File: src/rtl/layer_compositor.sv
// Two-stage priority compositor: merges NUM_LAYERS keyed/enabled layers over a background
// into one RGB332 pixel, expands it to 24-bit colour and reports collider overlaps per pixel and per frame.
module layer_compositor #(
    parameter int           NUM_LAYERS      = 10,
    parameter logic [7:0]   TRANSPARENT_KEY = 8'hFF,
    parameter bit           KEY_EN          = 1'b1,
    parameter int           COLLIDER_LAYER  = 0
) (
    input  logic                      clk,
    input  logic                      resetN,
    input  logic [NUM_LAYERS-1:0]     layerEnable,
    input  logic [NUM_LAYERS-1:0]     drawReq,
    input  logic [8*NUM_LAYERS-1:0]   layerRGB,
    input  logic [7:0]                backGroundRGB,
    input  logic                      pxlValid,
    input  logic                      startOfFrame,
    output logic [7:0]                redOut,
    output logic [7:0]                greenOut,
    output logic [7:0]                blueOut,
    output logic                      pxlValidOut,
    output logic [4:0]                winLayer,
    output logic [NUM_LAYERS-1:0]     collisionNow,
    output logic [NUM_LAYERS-1:0]     frameCollision,
    output logic                      frameCollisionValid
);

    localparam logic [4:0] WIN_BLANK = 5'd31;
    localparam logic [4:0] WIN_BG    = 5'(NUM_LAYERS);
    localparam logic [NUM_LAYERS-1:0] COLLIDER_MASK =
        {{(NUM_LAYERS-1){1'b0}}, 1'b1} << COLLIDER_LAYER;

    logic [NUM_LAYERS-1:0]   hit_next;

    logic [NUM_LAYERS-1:0]   hit_s1_reg;
    logic [8*NUM_LAYERS-1:0] rgb_s1_reg;
    logic [7:0]              bg_s1_reg;
    logic                    valid_s1_reg;
    logic                    sof_s1_reg;

    logic [7:0]              tmp_rgb_next;
    logic [4:0]              win_next;
    logic [NUM_LAYERS-1:0]   collision_next;

    logic [7:0]              tmp_rgb_reg;
    logic [4:0]              win_reg;
    logic                    valid_s2_reg;
    logic [NUM_LAYERS-1:0]   collision_reg;
    logic [NUM_LAYERS-1:0]   acc_reg;
    logic [NUM_LAYERS-1:0]   frame_coll_reg;
    logic                    frame_valid_reg;

    // A keyed pixel counts as "not drawn" so lower layers show through it.
    generate
        for (genvar gi = 0; gi < NUM_LAYERS; gi++) begin : g_hit
            assign hit_next[gi] = drawReq[gi] & layerEnable[gi] &
                                  (!KEY_EN || (layerRGB[8*gi +: 8] != TRANSPARENT_KEY));
        end
    endgenerate

    always_ff @(posedge clk or negedge resetN) begin
        if (!resetN) begin
            hit_s1_reg   <= '0;
            rgb_s1_reg   <= '0;
            bg_s1_reg    <= '0;
            valid_s1_reg <= 1'b0;
            sof_s1_reg   <= 1'b0;
        end else begin
            hit_s1_reg   <= hit_next;
            rgb_s1_reg   <= layerRGB;
            bg_s1_reg    <= backGroundRGB;
            valid_s1_reg <= pxlValid;
            sof_s1_reg   <= startOfFrame;
        end
    end

    // Scanning from the lowest priority upward leaves the lowest hitting index selected.
    always_comb begin
        tmp_rgb_next = bg_s1_reg;
        win_next     = WIN_BG;
        for (int i = NUM_LAYERS - 1; i >= 0; i--) begin
            if (hit_s1_reg[i]) begin
                tmp_rgb_next = rgb_s1_reg[8*i +: 8];
                win_next     = 5'(i);
            end
        end
        if (!valid_s1_reg) begin
            tmp_rgb_next = 8'h00;
            win_next     = WIN_BLANK;
        end
        collision_next = (hit_s1_reg[COLLIDER_LAYER] && valid_s1_reg) ?
                         (hit_s1_reg & ~COLLIDER_MASK) : '0;
    end

    always_ff @(posedge clk or negedge resetN) begin
        if (!resetN) begin
            tmp_rgb_reg     <= '0;
            win_reg         <= WIN_BLANK;
            valid_s2_reg    <= 1'b0;
            collision_reg   <= '0;
            acc_reg         <= '0;
            frame_coll_reg  <= '0;
            frame_valid_reg <= 1'b0;
        end else begin
            tmp_rgb_reg   <= tmp_rgb_next;
            win_reg       <= win_next;
            valid_s2_reg  <= valid_s1_reg;
            collision_reg <= collision_next;
            // The start-of-frame pixel opens the new accumulation rather than closing the old one.
            if (sof_s1_reg) begin
                frame_coll_reg  <= acc_reg;
                frame_valid_reg <= 1'b1;
                acc_reg         <= collision_next;
            end else begin
                frame_valid_reg <= 1'b0;
                acc_reg         <= acc_reg | collision_next;
            end
        end
    end

    assign redOut              = {tmp_rgb_reg[7:5], {5{tmp_rgb_reg[5]}}};
    assign greenOut            = {tmp_rgb_reg[4:2], {5{tmp_rgb_reg[2]}}};
    assign blueOut             = {tmp_rgb_reg[1:0], {6{tmp_rgb_reg[0]}}};
    assign pxlValidOut         = valid_s2_reg;
    assign winLayer            = win_reg;
    assign collisionNow        = collision_reg;
    assign frameCollision      = frame_coll_reg;
    assign frameCollisionValid = frame_valid_reg;

endmodule

File: config.mk
export PLATFORM = sky130hd
export DESIGN_NAME = layer_compositor
export DESIGN_NICKNAME = d
export VERILOG_FILES = /design/src/rtl/layer_compositor.sv
export SDC_FILE = /design/constraint.sdc
export NUM_CORES = 1
export LEC_CHECK = 0
export ABC_AREA = 1
export CAP_MARGIN = 40
export CORE_MARGIN = 4
export CORE_UTILIZATION = 35
export DETAILED_ROUTE_END_ITERATION = 8
export MAX_ROUTING_LAYER = met4
export PLACE_DENSITY = 0.6
export SLEW_MARGIN = 40
export SYNTH_ARGS = -nofsm -noshare
export SYNTH_HDL_FRONTEND = slang
export SYNTH_SLANG_ARGS = --single-unit
File: constraint.sdc
create_clock -name clk -period 1.55 [get_ports clk]
set_clock_uncertainty 0.1 [all_clocks]
set_input_delay 0.3875 -clock clk [delete_from_list [all_inputs] [get_ports clk]]
set_output_delay 0.3875 -clock clk [all_outputs]
set_load 0.02 [all_outputs]
# --- Word level (Yosys, flattened, before mapping) ---
# Index checks and enable logic that the tools add are counted.
# Widths: inputs -> output; s select.
classes:
  eq_ne: 10
  muxes: 25
  bitwise: 21
  reduce_logical: 1
ops:
  columns: ["op", "n"]
  rows:
  - ["$mux 8", 11]
  - ["$ne 8x8->1 const B", 10]
  - ["$mux 5", 5]
  - ["$and 1x1->1", 20]
  - ["$mux 10", 2]
  - ["$mux 4", 4]
  - ["$or 10x10->10", 1]
  - ["$mux 2", 2]
  - ["$logic_and 1x1->1", 1]
  - ["$mux 1", 1]
totals:
  regBits: 145

# --- Depth between registers and ports, before layout ---
# Gate-level depths: netlist (run 1).
depth:
  ltp_word: 11
  ltp_mapped: 9
  ltp_nobuf: 9

# --- Least setup slack after synthesis (run 1) ---
# OpenSTA, ideal clock, no wires.
synth_path:
  path_type: "flip-flop to flip-flop"
  from: "register hit_s1_reg[2]"
  to: "register tmp_rgb_reg[0]"
  setup_ns: 0.126
  arrival_ns: 1.028
  required_time_ns: 1.324
  slack_ns: 0.297
  stages_incl_launch_ff: 9
  synth_period_minus_slack_ns: 1.253
  cell_sequence: "dfrtp_1 > inv_2 > nand2_2 > inv_2 > nand2_1 > a31oi_1 > nand2_1 > nand2_1 > a21oi_2"
synth_via:
  elab_chain_cells: 4
synth_rtl:
  columns: ["item", "line_no", "rtl"]
  rows:
  - ["from (decl)", "34", "logic [NUM_LAYERS-1:0] hit_s1_reg;"]
  - ["from (signal assigned)", "68", "hit_s1_reg <= hit_next;"]
  - ["$mux 8 (3 in a row)", "81", "if (hit_s1_reg[i]) begin"]
  - ["$mux 8", "86", "if (!valid_s1_reg) begin"]
  - ["named net tmp_rgb_next[0]", "40", "logic [7:0] tmp_rgb_next;"]
  - ["to (signal assigned)", "104", "tmp_rgb_reg <= tmp_rgb_next;"]
  - ["to (decl)", "44", "logic [7:0] tmp_rgb_reg;"]
# The timed path passes the listed nets, and every way through them passes these cells.
# A chain may end at the register's enable or synchronous reset.

# --- Worst setup path after layout (run 1) ---
layout_path:
  from: "register win_reg[4] (netlist: winLayer[4])"
  to: "output port winLayer[4]"
layout_lines:
  columns: ["item", "line_no", "rtl"]
  rows:
  - ["from (decl)", "45", "logic [4:0] win_reg;"]
  - ["from (signal assigned)", "105", "win_reg <= win_next;"]
  - ["to (decl)", "21", "output logic [4:0] winLayer,"]
# No word-level cell between the ends.

==> results.md, run 1 <==
- Status: completed
- Largest cells by area after synthesis: dfrtp_1 (66%), nand2_1 (5.2%), nor2_1 (3.4%)
- Starting Density: 35.71%
- Met2 Wirelength: 6.537 mm
- Unrepaired setup endpoints after global routing: true
- Global-route wire length before repair: 20.82 mm
- Worst setup SP type: flip-flop
- Crit path max-delay cell type: dfstp_2
- DIE HEIGHT: 129.8 um
- GR Overflow Total: 0
- Wire length on met1: 5.727 mm
- # H-tree levels: 4
- Worst setup EP type: output port
- # IOs: 163
- Clk root buf: clkbuf_16
- Mux share of post-synthesis cell area: 0%
- Worst EP arrival: 1050 ps
- Syn avg cell area: 11.64 um2
- CP startpoint: winLayer[4]
- # placed instances: 775
- GR Util All Layers: 16.83%
- Met3 Wirelength: 570 um
- Core Region: 14,530 um2
- Port bufs: 160
- Area of the die: 16,840 um2
- Final worst path period share: 99.27%
- Post-DP HPWL: 10.25 mm
- CTS Sinks: 142
- Post-Syn Instances: 446
- Power per standard cell area: 1256 nW/um2
- Simple-Gate Fraction of Synth Area: 14.46%
- Synth-to-Final Area Change: 44.55%
- EDFF count, synth: 0
- Number of warning messages in the yosys log: 0
- Setup CP Type: flip-flop to output port
- Mapped cell area: 5190 um2
- Number of diodes: 0
- CTS tree: built
- Drt wl/cell: 16.23 um
- Post-Route WL: 13.13 mm
- Iter 0 DRT Violations: 174
- Post-DP Area: 6928 um2
- Max Cap Violations: 0
- Placer congestion estimate: 0.8331
- Bufs on Longest Clock Path: 2
- Fin area: 7502 um2
- CP Cell Sequence: buf_6
- Tmin final: 1539 ps
- Initial antenna violation count: 0
- Residual DRC: 0
- DR top layer: met4
- Cell taking the most area after synthesis: dfrtp_1
- Synth Register Bits: 142
- Largest net degree at the start of global routing: 37
- Via density per instance: 4.660
- Main combinational cell family by area after synthesis: simple AND/OR/NAND/NOR gates
- Critical Path Fanout Max: 1
- Max reg flops: 80
- Peak supply drop: 0.7713 mV
- Top-area cell type share of the netlist area: 66.06%
- Most frequent cell after synthesis: dfrtp_1
- CP Data Required Time: 1060 ps
- Reg-to-reg slack, setup: 30 ps
- FF-to-FF Start: hit_s1_reg[8]
- Worst skew pair latency: 420 ps
- P_leak: 0.003434 uW
- Synth top cells by count: dfrtp_1 (137), nand2_1 (72), nor2_1 (47)
- Synth Area in XOR/XNOR: 0%
- CTS Buf Count: 17
- Ys flop type: dfrtp_1
- Post-Layout Cell Count: 809
- # fillers: 1,345
- Share of cells above drive strength 1: 24.96%
- Adder-Cell Fraction of Synth Area: 0%
- CP delay by family, top: flip-flops
- Rows: 44
- Buf/Inv on CP: 1
- Post-synth ARST share: 100.0%
- Hold violation count in the final report: 0
- Final layout net count: 724
- Seq/Total Area, Yosys: 68.59%
- Clk pin slew, worst setup/hold paths: 60 ps
- Type of the most critical hold path: primary input to async pin
- DRT antenna net count: 0
- Slew Viols, Final: 0
- Post-synth cell types: 34
- Pwr Total: 9421 uW
- Final setup viols: 0
- Compound-cell area share of the yosys netlist: 9.740%
- Vias: 3,770
- Fmax: 0.6499 GHz
- CP peak stage delay: 530 ps
- Vias in the first global route: 4,056
- Pre-Repair DR Iteration Count: 4
- Die Wd: 129.8 um
[metrics by stage]
step           util, %  worst slack [ps]  hold WS, ps  setup TNS, ps
6_report         51.62             11.32        293.6              0
3_3_place_gp     47.67            -38.89        158.6         -247.5
2_1_floorplan        -             296.5       -8.091              0
5_1_grt          51.62            -87.57        299.4         -648.8
3_5_place_dp     47.67            -53.66        162.2         -286.3
4_1_cts          51.23            -14.92        287.2         -38.53
[layer usage]
layer	track usage (%)	up-vias
met5	-	-
met4	6.601	0
met3	4.093	25
met2	26.18	112
met1	21.40	1818
li1	-	1815
[cells in the final DEF (no fill, tap or decap), drive strengths merged, types with 3 or more instances in the layout]
cell type      synthesis  final
dfrtp                137    137
clkbuf                 1     22
clkinvlp               0      3
clkinv                 1      4
a22oi                  3      3
o211a                 10     10
clkdlybuf4s15          0      5
clkdlybuf4s50          0    110
buf                   30     62
dfstp                  5      5
nand4                 20     20
o22ai                  9      9
o21ai                 12     12
inv                   23     23
a31oi                  6      6
nand2                 74     74
nor2                  56     56
a21oi                 32     32
bufinv                 1      5
nand3                 17     17
[final timing paths]
kind                                endpoint  cells past startpoint
setup / recovery                 winLayer[4]                      1
hold / removal                rgb_s1_reg[61]                      2
max in group asynchronous        winLayer[4]                      3
hold reg to reg            frameCollision[7]                      2
setup reg to reg              tmp_rgb_reg[1]                      9
min in group clk                valid_s1_reg                      1
[power by group]
part           leakage (uW)  internal [uW]  switching [uW]
Clock              0.000302           2810            1450
Combinational       0.00142            535             616
Sequential          0.00171           3920            93.3
Total               0.00343           7260            2160
[cell families after synthesis]
family | after synthesis
simple gates | 168
flops | 142
compound gates | 78
buf+inv | 57
other cells | 1
[what timing repair did]
action | CTS | global route
buffers inserted | 0 | 1
hold endpoints to repair | 87 | 0
pin swaps | 0 | 9
resized for setup | 195 | 40
endpoints found under the setup margin | 54 | 37
hold buffers | 1 | 0
[area by class of cell]
| cell class | instances | area [um2] | share of cell area [%] |
|---|---|---|---|
| Inverter | 25 | 113.9 | 1.518 |
| Multi-Input combinational cell | 248 | 1343 | 17.90 |
| Sequential cell | 142 | 3563 | 47.50 |
| Tap cell | 184 | 230.2 | 3.069 |
| Clock inverter | 10 | 161.4 | 2.151 |
| Timing Repair Buffer | 178 | 1617 | 21.55 |
| Clock buffer | 22 | 474.2 | 6.321 |
No activity file was read; power rests on OpenSTA's default activity.
==> run 2, diff against run 1 <==
ABC_AREA = not set   (was 1)
ABC_CLOCK_PERIOD_IN_PS = 1550   (was not set)
CAP_MARGIN = not set   (was 40)
==> run 2 against run 1 <==
Net effect:
- the run now ends with setup timing left
- global-route usage is 0.83 points higher
- clock power fell by 1%
- combinational power barely moved
- synthesized cell count shrank 14%
- via count down 0.95%
- maximum frequency is 9.5% lower
- sequential power barely moved
- register-to-register slack worse by 180 ps
- sequential share of layout area is 1.3 points lower
- highest routed layer unchanged
- final area up 3.0%
==> results.md, run 2 <==
- Clk pin slew, worst setup/hold paths: 60 ps
- Seq pwr share: 42.7%
- Most common cell after layout, fill and taps aside: dfrtp_1
- Slew Viols, Final: 0
- Status: finished, violations left
- Synth top cells by count: dfrtp_1 (137), nand2_1 (25), buf_4 (20), nand4_1 (20), a21oi_1 (18)
- Post-DP HPWL: 10.82 mm
- Psw: 2198 uW
- Max Cap Violations: 0
- Unrepaired setup endpoints after global routing: true
- Worst r2r dst: tmp_rgb_reg[1]
- Fmax: 0.5883 GHz
- Worst setup EP type: flip-flop
- Hold violation count in the final report: 0
- Hold WS: 312.1 ps
- Final worst path period share: 109.7%
- Fin area: 7730 um2
- Switching Share: 23.42%
- Register area: 3568 um2
- Tmin final: 1700 ps
- Iter 0 DRT Violations: 195
- # H-tree levels: 4
- Seq/Total Area, Yosys: 68.84%
- Vias: 3,734
- Rows: 44
- Number of warning messages in the yosys log: 0
- Clock power share: 44.8%
- Syn avg cell area: 13.47 um2
- Post-synth cell types: 44
- Core Region: 14,480 um2
- CTS tree: built
- Port bufs: 160
- EDFF count, synth: 0
- Pre-Repair DR Iteration Count: 4
- Worst EP arrival: 1860 ps
- Most frequent cell after synthesis: dfrtp_1
- Critical Path Fanout Max: 4
- Share of cells above drive strength 1: 28.45%
- GR Util All Layers: 17.65%
- Max reg flops: 80
- Number of diodes: 0
- Multi-input logic area: 1431 um2
- Post-DP Area: 7098 um2
- Die Wd: 129.6 um
- GR Overflow Total: 0
- Ys flop type: dfrtp_1
- Synth-to-Final Area Change: 49.48%
- Via density per instance: 4.843
- Placer congestion estimate: 0.8207
- Final setup viols: 4
- Global-route wire length before repair: 21.43 mm
- Post-synth ARST share: 100.0%
- Worst skew pair latency: 410 ps
- Dpl ws: -256.1 ps
- Initial antenna violation count: 0
- Mapped cell area: 5171 um2
- Reg-to-reg slack, setup: -150 ps
- CP startpoint: hit_s1_reg[2]
- CP Data Required Time: 1710 ps
- Post-Route WL: 14.01 mm
- Drt wl/cell: 18.17 um
- Cell taking the most area after synthesis: dfrtp_1
- Most frequent cells in the layout: dfrtp_1 (130), clkdlybuf4s50_1 (110), buf_2 (37)
- Peak supply drop: 0.6913 mV
- Vias in the first global route: 4,023
- R2R cell count: 5
- # IOs: 163
- Largest cells by area after synthesis: dfrtp_1 (66%), buf_4 (2.9%), dfstp_2 (2.5%)
- Crit path max-delay cell type: a222oi_1
- Power per standard cell area: 1214 nW/um2
- Area of the die: 16,780 um2
- Post-Syn Instances: 384
- Worst Setup Slack, final: -149.7 ps
- Residual DRC: 0
- Setup CP Type: flip-flop to flip-flop
- Starting Density: 35.72%
- Failing checks: setup timing
- DRT antenna net count: 0
- CP peak stage delay: 470 ps
- Worst setup SP type: flip-flop
- Final layout net count: 687
- CP Cell Sequence: buf_6, nor2_4, o211ai_1, a222oi_1, a21oi_1
- Internal power: 7188 uW
- Clk root buf: clkbuf_16
- # fillers: 1,263
- CTS Buf Count: 17
- Combinational power share: 12.5%
- DIE HEIGHT: 129.6 um
- CTS Sinks: 142
- Synth Register Bits: 142
- Type of the most critical hold path: primary input to async pin
- Bufs on Longest Clock Path: 2
- Largest net degree at the start of global routing: 35
- FF-to-FF Start: hit_s1_reg[2]
- Top-area cell type share of the netlist area: 66.30%
- P_leak: 0.003591 uW
[run 2: how the worst max path moves through the flow]
| stage | endpoint | slack, ps |
|---|---|---|
| 6_report | tmp_rgb_reg[1] | -150 |
| 5_1_grt | tmp_rgb_reg[1] | -160 |
| 4_1_cts | tmp_rgb_reg[1] | -120 |
| 3_5_place_dp | tmp_rgb_reg[1] | -260 |
| 3_3_place_gp | tmp_rgb_reg[1] | -240 |
| 2_1_floorplan | tmp_rgb_reg[1] | 40 |
[run 2: area by class of cell]
type,instances,area share (%)
timing repair buffer,204,23.57
tap,184,2.978
sequential,142,46.16
inverter,16,0.7770
clock inverter,14,2.493
clock buffer,17,5.503
multi-input combinational,194,18.52
[run 2: power groups by stage]
stage | registers (uW) | logic (uW) | clock network (uW)
floorplan | 4100 | 433 | 0
global placement | 4070 | 1190 | 0
detailed placement | 4070 | 1190 | 0
CTS | 4010 | 1180 | 4260
global route | 4030 | 1260 | 4420
finish | 4010 | 1170 | 4200
[run 2: logic make-up (layout without fill, tap and decap cells)]
group	after synthesis	in the layout	synth area share, %
DFF	142	142	68.84
AOI/OAI and AO/OA	95	95	13.99
and+or+nand+nor	80	80	8.082
buffers and inverters	49	251	5.517
muxes	17	17	3.508
other	1	2	0.07252
[run 2: worst max-delay path: cells and delay by family, from the launching register on]
kind,cells,cell delay (ps)
compound gates,3,780
simple gates,1,110
buf+inv,1,140
flops,1,410
[run 2: per-layer routing]
layer	wire length (um)	global-route usage (%)	vias up
li1	-	-	1740
met1	6013	22.06	1856
met2	7038	28.78	125
met3	766	3.957	13
met4	187	5.623	0
met5	0	-	-
[run 2: through the flow]
step,std cells,TNS [ps],utilization (%),total power (uW)
2_1_floorplan,385,0,-,4532
3_3_place_gp,733,-924.7,49.02,5255
3_5_place_dp,733,-882.1,49.02,5265
4_1_cts,770,-210.1,53.45,9451
5_1_grt,771,-513.6,53.39,9711
6_report,771,-231.9,53.39,9385
[run 2: what timing repair did]
action,4_1_cts,5_1_grt
buffers inserted,5,2
pin swaps,9,10
resized for setup,212,23
setup endpoints to repair,59,24
hold buffers,1,0
endpoints found under the hold margin,20,0
